===== src/rtl/mem_access_unit_pkg.sv =====
// Shared definitions for the MEM-stage access unit: size codes, FSM states and
// the alignment rule used when a request is presented.
package mem_access_unit_pkg;

    localparam int DATA_W = 32;

    localparam logic [1:0] SZ_BYTE = 2'b00;
    localparam logic [1:0] SZ_HALF = 2'b01;
    localparam logic [1:0] SZ_WORD = 2'b10;

    typedef enum logic [1:0] {
        ST_IDLE  = 2'b00,
        ST_READ  = 2'b01,
        ST_WAIT  = 2'b10,
        ST_WRITE = 2'b11
    } state_t;

    // Reserved size 2'b11 falls into the word rule.
    function automatic logic size_aligned(input logic [1:0] size, input logic [1:0] lane);
        case (size)
            SZ_BYTE: size_aligned = 1'b1;
            SZ_HALF: size_aligned = ~lane[0];
            default: size_aligned = (lane == 2'b00);
        endcase
    endfunction

endpackage


===== src/rtl/mem_access_unit_lane_align.sv =====
// Little-endian lane handling: extract+extend a byte/half for loads, and merge a
// byte/half into a read word for sub-word stores.
module lane_align
    import mem_access_unit_pkg::*;
(
    input  logic [DATA_W-1:0] rdata,
    input  logic [1:0]        lane,
    input  logic [1:0]        size,
    input  logic              sgn,
    input  logic [DATA_W-1:0] sdata,
    output logic [DATA_W-1:0] load_ext,
    output logic [DATA_W-1:0] merged
);

    function automatic logic [DATA_W-1:0] ext_byte(input logic [7:0] b, input logic s);
        logic signed [7:0] bs;
        bs = b;
        ext_byte = s ? DATA_W'(bs) : DATA_W'(b);
    endfunction

    function automatic logic [DATA_W-1:0] ext_half(input logic [15:0] h, input logic s);
        logic signed [15:0] hs;
        hs = h;
        ext_half = s ? DATA_W'(hs) : DATA_W'(h);
    endfunction

    logic [4:0]        shamt;
    logic [DATA_W-1:0] shifted;
    logic [DATA_W-1:0] mask;

    always_comb begin
        shamt    = {lane, 3'b000};
        shifted  = rdata >> shamt;
        load_ext = rdata;
        mask     = '1;
        case (size)
            SZ_BYTE: begin
                load_ext = ext_byte(shifted[7:0], sgn);
                mask     = DATA_W'(32'h0000_00FF) << shamt;
            end
            SZ_HALF: begin
                load_ext = ext_half(shifted[15:0], sgn);
                mask     = DATA_W'(32'h0000_FFFF) << shamt;
            end
            default: ;
        endcase
        merged = (rdata & ~mask) | ((sdata << shamt) & mask);
    end

endmodule


===== src/rtl/mem_access_unit.sv =====
// MEM-stage initiator: turns pipeline load/store requests into read/write strobes
// on a word-addressed memory, using read-modify-write for sub-word stores.
module mem_access_unit #(
    parameter int ADDR_W = 6,
    parameter int DATA_W = 32
) (
    input  logic              Clock,
    input  logic              Reset,
    input  logic              ReqValid,
    input  logic              ReqStore,
    input  logic [1:0]        ReqSize,
    input  logic              ReqSigned,
    input  logic [31:0]       ReqAddress,
    input  logic [31:0]       ReqStoreData,
    output logic [DATA_W-1:0] LoadData,
    output logic              Done,
    output logic              Stall,
    output logic              Misaligned,
    output logic [ADDR_W-1:0] MemAddress,
    output logic [DATA_W-1:0] MemWriteData,
    output logic              MemoryRead,
    output logic              MemoryWrite,
    input  logic [DATA_W-1:0] MemReadData
);
    import mem_access_unit_pkg::*;

    state_t            state, state_next;
    logic              aligned;
    logic              accept;
    logic [1:0]        lane_p0;
    logic [1:0]        size_p0;
    logic              signed_p0;
    logic              store_p0;
    logic [DATA_W-1:0] sdata_p0;
    logic [DATA_W-1:0] load_hold;
    logic [DATA_W-1:0] load_ext;
    logic [DATA_W-1:0] merged;
    logic              load_done;
    logic              unused_addr;

    // Upper address bits wrap onto the memory depth.
    assign unused_addr = ^ReqAddress[31:ADDR_W+2];

    assign aligned   = size_aligned(ReqSize, ReqAddress[1:0]);
    assign accept    = (state == ST_IDLE) && ReqValid && aligned;
    assign load_done = (state == ST_WAIT) && !store_p0;

    always_ff @(posedge Clock) begin
        if (Reset) begin
            state <= ST_IDLE;
        end else begin
            state <= state_next;
        end
    end

    always_comb begin
        state_next  = state;
        MemoryRead  = 1'b0;
        MemoryWrite = 1'b0;
        Done        = 1'b0;
        Misaligned  = 1'b0;
        case (state)
            ST_IDLE: begin
                Misaligned = ReqValid && !aligned;
                if (accept) begin
                    state_next = (ReqStore && ReqSize[1]) ? ST_WRITE : ST_READ;
                end
            end
            ST_READ: begin
                MemoryRead = 1'b1;
                state_next = ST_WAIT;
            end
            ST_WAIT: begin
                Done       = !store_p0;
                state_next = store_p0 ? ST_WRITE : ST_IDLE;
            end
            ST_WRITE: begin
                MemoryWrite = 1'b1;
                Done        = 1'b1;
                state_next  = ST_IDLE;
            end
            default: state_next = ST_IDLE;
        endcase
        Stall = accept || ((state != ST_IDLE) && !Done);
    end

    // Request capture at acceptance; read data merged or extracted in WAIT.
    always_ff @(posedge Clock) begin
        if (Reset) begin
            MemAddress   <= '0;
            MemWriteData <= '0;
            load_hold    <= '0;
        end else begin
            if (accept) begin
                MemAddress <= ReqAddress[ADDR_W+1:2];
                if (ReqStore) begin
                    MemWriteData <= ReqStoreData;
                end
            end
            if (state == ST_WAIT) begin
                if (store_p0) begin
                    MemWriteData <= merged;
                end else begin
                    load_hold <= load_ext;
                end
            end
        end
    end

    always_ff @(posedge Clock) begin
        if (accept) begin
            lane_p0   <= ReqAddress[1:0];
            size_p0   <= ReqSize;
            signed_p0 <= ReqSigned;
            store_p0  <= ReqStore;
            sdata_p0  <= ReqStoreData;
        end
    end

    lane_align u_lane_align (
        .rdata    (MemReadData),
        .lane     (lane_p0),
        .size     (size_p0),
        .sgn      (signed_p0),
        .sdata    (sdata_p0),
        .load_ext (load_ext),
        .merged   (merged)
    );

    // The extended word is presented in the Done cycle and held afterwards.
    assign LoadData = load_done ? load_ext : load_hold;

endmodule

===== config.mk =====
export PLATFORM = sky130hd
export DESIGN_NAME = mem_access_unit
export DESIGN_NICKNAME = d
export VERILOG_FILES = /design/src/rtl/mem_access_unit_pkg.sv /design/src/rtl/mem_access_unit_lane_align.sv /design/src/rtl/mem_access_unit.sv
export SDC_FILE = /design/constraint.sdc
export NUM_CORES = 1
export LEC_CHECK = 0
export CAP_MARGIN = 10
export CORE_MARGIN = 3
export CORE_UTILIZATION = 47
export CTS_CLUSTER_SIZE = 14
export DETAILED_ROUTE_END_ITERATION = 8
export PLACE_DENSITY = 0.81
export SLEW_MARGIN = 20
export SYNTH_ARGS = -nofsm -noshare
export SYNTH_HDL_FRONTEND = slang
export SYNTH_SLANG_ARGS = --single-unit

===== constraint.sdc =====
create_clock -name Clock -period 3.54 [get_ports Clock]
set_input_delay 0.708 -clock Clock [delete_from_list [all_inputs] [get_ports Clock]]
set_output_delay 0.708 -clock Clock [all_outputs]
set_load 0.02 [all_outputs]

==> impl_metrics.csv <==
group,metric,value,unit
outcome,status,"finished clean",
global_routing,grt_overflow,0,
worst_setup_path,max_stage_delay,0.52,ns
clock_tree,cts_sinks,110,
cells_and_area,drive_gt1_share,9.348,%
sta,holdWs,0.4567,ns
sta,fin_crit_sh,97.98,%
die,die_h,114.6,um
clock_tree,holdBufCountCts,0,
worst_setup_path,path_max_fanout,3,
sta,rsz0062_at_grt,"false",
yosys,synth-seq-cells,110,
yosys,yosys.area.top_type,"dfxtp_1",
sta,relSlewSlack,36.77,%
yosys,yosysWarnings,0,
yosys,ys_top_cells_by_count,"dfxtp_1, mux2i_1, a21oi_1",
sta,finalSetupTns,0,ns
die,core_area,11470,um2
drt,drtPass1Iterations,5,
cells_and_area,fillCellCount,927,
hold_path,min_from,"MemAddress[1]",
worst_setup_path,cp.required,2.83,ns
drt,vias,5158,
yosys,syn-cell-area,5539,um2
clock_tree,cts_tree,"done",
worst_setup_path,slowest_stage,"mux4_2",
placement,portBuffers,153,
worst_setup_path,path_cells,"clkdlybuf4s50_1 -> mux4_2 -> and2_1 -> nor4_1 -> buf_4 -> nor2_1 -> dlygate4sd2_1",
cells_and_area,nets,804,
worst_setup_path,path_buf_inv,3,
worst_setup_path,regToRegSetupSlack,1.04,ns
hold_path,hold_path.class,"reg -> reg",
sta,fin_worst_skew,0.007335,ns
clock_tree,cts_setup_buffers,0,
worst_setup_path,cpLargestDelayFamily,"buffers and inverters",
sta,worst_pin_slew,0.9465,ns
die,initial_utilization,48.30,%
clock_tree,root_buffer,"clkbuf_16",
drt,vias_per_cell,6.068,
global_routing,grt_max_degree,51,
die,core.rowCount,39,
hold_path,whs_path_depth,2,
sta,setup_violations,0,
drt,avgRoutedWirePerCell,20.53,um
drt,drc,0,
global_routing,grt_pass1_wl,27.02,mm
yosys,synthTopCellsByArea,"dfxtp_1, edfxtp_1, mux2i_1",
cells_and_area,area_delta_synth_final,37.11,%
worst_setup_path,startpoint_type,"input port",
sta,fmax,0.2883,GHz
drt,drt_iter0_markers,519,
run,maxCapViolCount,0,
power,leakage,3.045,nW
clock_tree,htreeDepth,3,
cells_and_area,design_area,7595,um2
worst_setup_path,r2r_start,"lane_p0[0]",
placement,placed_cell_area,7320,um2
drt,ant_nets,0,
worst_setup_path,endpoint_kind,"primary output",
clock_tree,cts.clk_slew.worst_paths,0.07,ns
placement,hpwl,12.51,mm
yosys,synth_seq_area_share,46.62,%
sta,final_max_slew_viol_count,0,
global_routing,grt_use_total,26.47,%
yosys,synth_edf_count,38,
worst_setup_path,r2r_end,"MemWriteData[9]",
yosys,synth_cells,551,
yosys,async_flop_share,0,%
power,vdd_drop_max,0.3402,mV
sta,hold_violations,0,
die,dieArea,13120,um2
die,ios,178,
yosys,syn-mean-instance-area,10.05,um2
worst_setup_path,crit_type,"in -> out",
global_routing,antenna_found_initial,1,
yosys,synth-main-ff-cell,"dfxtp_1",
clock_tree,numCtsBuffers,9,
die,dieWidth,114.6,um
drt,drt-total-wl,17.45,mm
global_routing,grt_pass1_vias,5128,
yosys,yosysTopAreaCellShare,26.02,%
worst_setup_path,r2r.worst_path.cells,5,
placement,place_congestion,0.9130,
worst_setup_path,cp.arrival,2.76,ns
power,p_per_area,401.1,nW/um2
hold_path,min_to,"MemAddress[1]",
sta,period_needed,3.469,ns
yosys,yosysMostFrequentCell,"dfxtp_1",
yosys,yosysUniqueCellTypes,44,
yosys,synth_nets,654,
clock_tree,clock_latency,0.35,ns
clock_tree,cts_buffer_depth,2,
==> logic make-up (layout without fill, tap and decap cells) <==
kind of cell,after synthesis,in the layout,synth area share [%]
AO/OA/AOI/OAI,182,182,22.79
buffers and inverters,53,208,4.134
flip-flops,110,110,46.62
multiplexers,77,77,14.34
other,0,1,0
AND/OR/NAND/NOR,129,129,12.11
==> registers in the layout, summed over array words and instances, names as in the netlist <==
register,flops
MemWriteData,32
store_p0,1
MemAddress,6
load_hold,32
sdata_p0,32
signed_p0,1
size_p0,2
lane_p0,2
state,2
==> area by class of cell <==
type                       instances  area, um2  share of cell area (%)
antenna                            1      2.502                 0.03295
clock buffer                      11      242.7                   3.196
clock inverter                     5      32.53                  0.4283
inverter                           5      18.77                  0.2471
multi-input combinational        388       2744                   36.13
sequential                       110       2582                   34.00
tap                              143      178.9                   2.356
timing repair buffer             187       1793                   23.61
==> placed cells by master, fill, tap and decap left out, types with 2 or more instances in the layout <==
master / instances
or2_2: 2
clkdlybuf4s50_1: 132
o21ai_0: 6
o21a_1: 3
dfxtp_1: 72
o2bb2ai_1: 8
a221oi_1: 21
a21oi_1: 58
o22ai_1: 8
nor3b_1: 9
o211ai_1: 10
clkinv_1: 2
dlymetal6s2s_1: 2
buf_12: 2
nor2b_1: 18
nor3_1: 3
nor2_1: 29
a2bb2oi_1: 6
nand3b_1: 4
dlygate4sd2_1: 18
a31oi_1: 5
o221ai_1: 7
and3b_1: 5
mux2_2: 8
and2_1: 2
nand2_1: 42
buf_4: 31
or3b_1: 2
edfxtp_1: 38
a211oi_1: 43
inv_1: 5
nand2b_1: 5
clkbuf_16: 9
mux2i_1: 67
==> metrics by stage <==
step / setup WS [ns] / util [%] / total power, mW / std cells
2_1_floorplan: 0.8613 / - / 1.784 / 551
5_1_grt: 0.02442 / 66.23 / 3.158 / 850
3_5_place_dp: -0.1294 / 63.83 / 2.113 / 833
6_report: 0.07137 / 66.23 / 3.046 / 850
3_3_place_gp: -0.08673 / 63.83 / 2.101 / 833
4_1_cts: 0.002933 / 66.03 / 3.054 / 849
==> how the worst max path moves through the flow <==
stage,start,endpoint,depth (start not counted)
after global routing,MemReadData[7],LoadData[9],7
final,MemReadData[15],LoadData[9],7
after floorplan,ReqValid,lane_p0[0],3
after global placement,MemReadData[15],LoadData[9],7
after CTS,MemReadData[15],LoadData[8],5
after detailed placement,MemReadData[15],LoadData[9],7
==> per-layer routing <==
metal | wire [um] | part of all wire [%] | vias to the layer above | track usage (%)
met4 | 377 | 2.2 | 0 | 9.105
met5 | 0 | 0 | - | 0
met2 | 8534 | 49 | 257 | 43.46
met1 | 7300 | 42 | 2457 | 35.28
met3 | 1239 | 7.1 | 31 | 4.545
li1 | - | - | 2413 | -
==> what timing repair did <==
action / in CTS / in global routing
setup endpoints to repair: 18 / 9
resized for setup: 18 / 6
endpoints found under the hold margin: 0 / 0
==> where the power goes <==
| part | leakage (nW) | internal [mW] | switching, mW |
|---|---|---|---|
| Clock | 0.137 | 0.499 | 0.463 |
| Combinational | 1.97 | 0.309 | 0.351 |
| Sequential | 0.938 | 1.38 | 0.0428 |
==> tightest hold or removal path: cells and delay by family, from the launching register on <==
family | cells | cell delay (ns)
simple gates | 1 | 0.05
flops | 1 | 0.31
compound gates | 1 | 0.05
No activity file was read; power rests on OpenSTA's default activity.
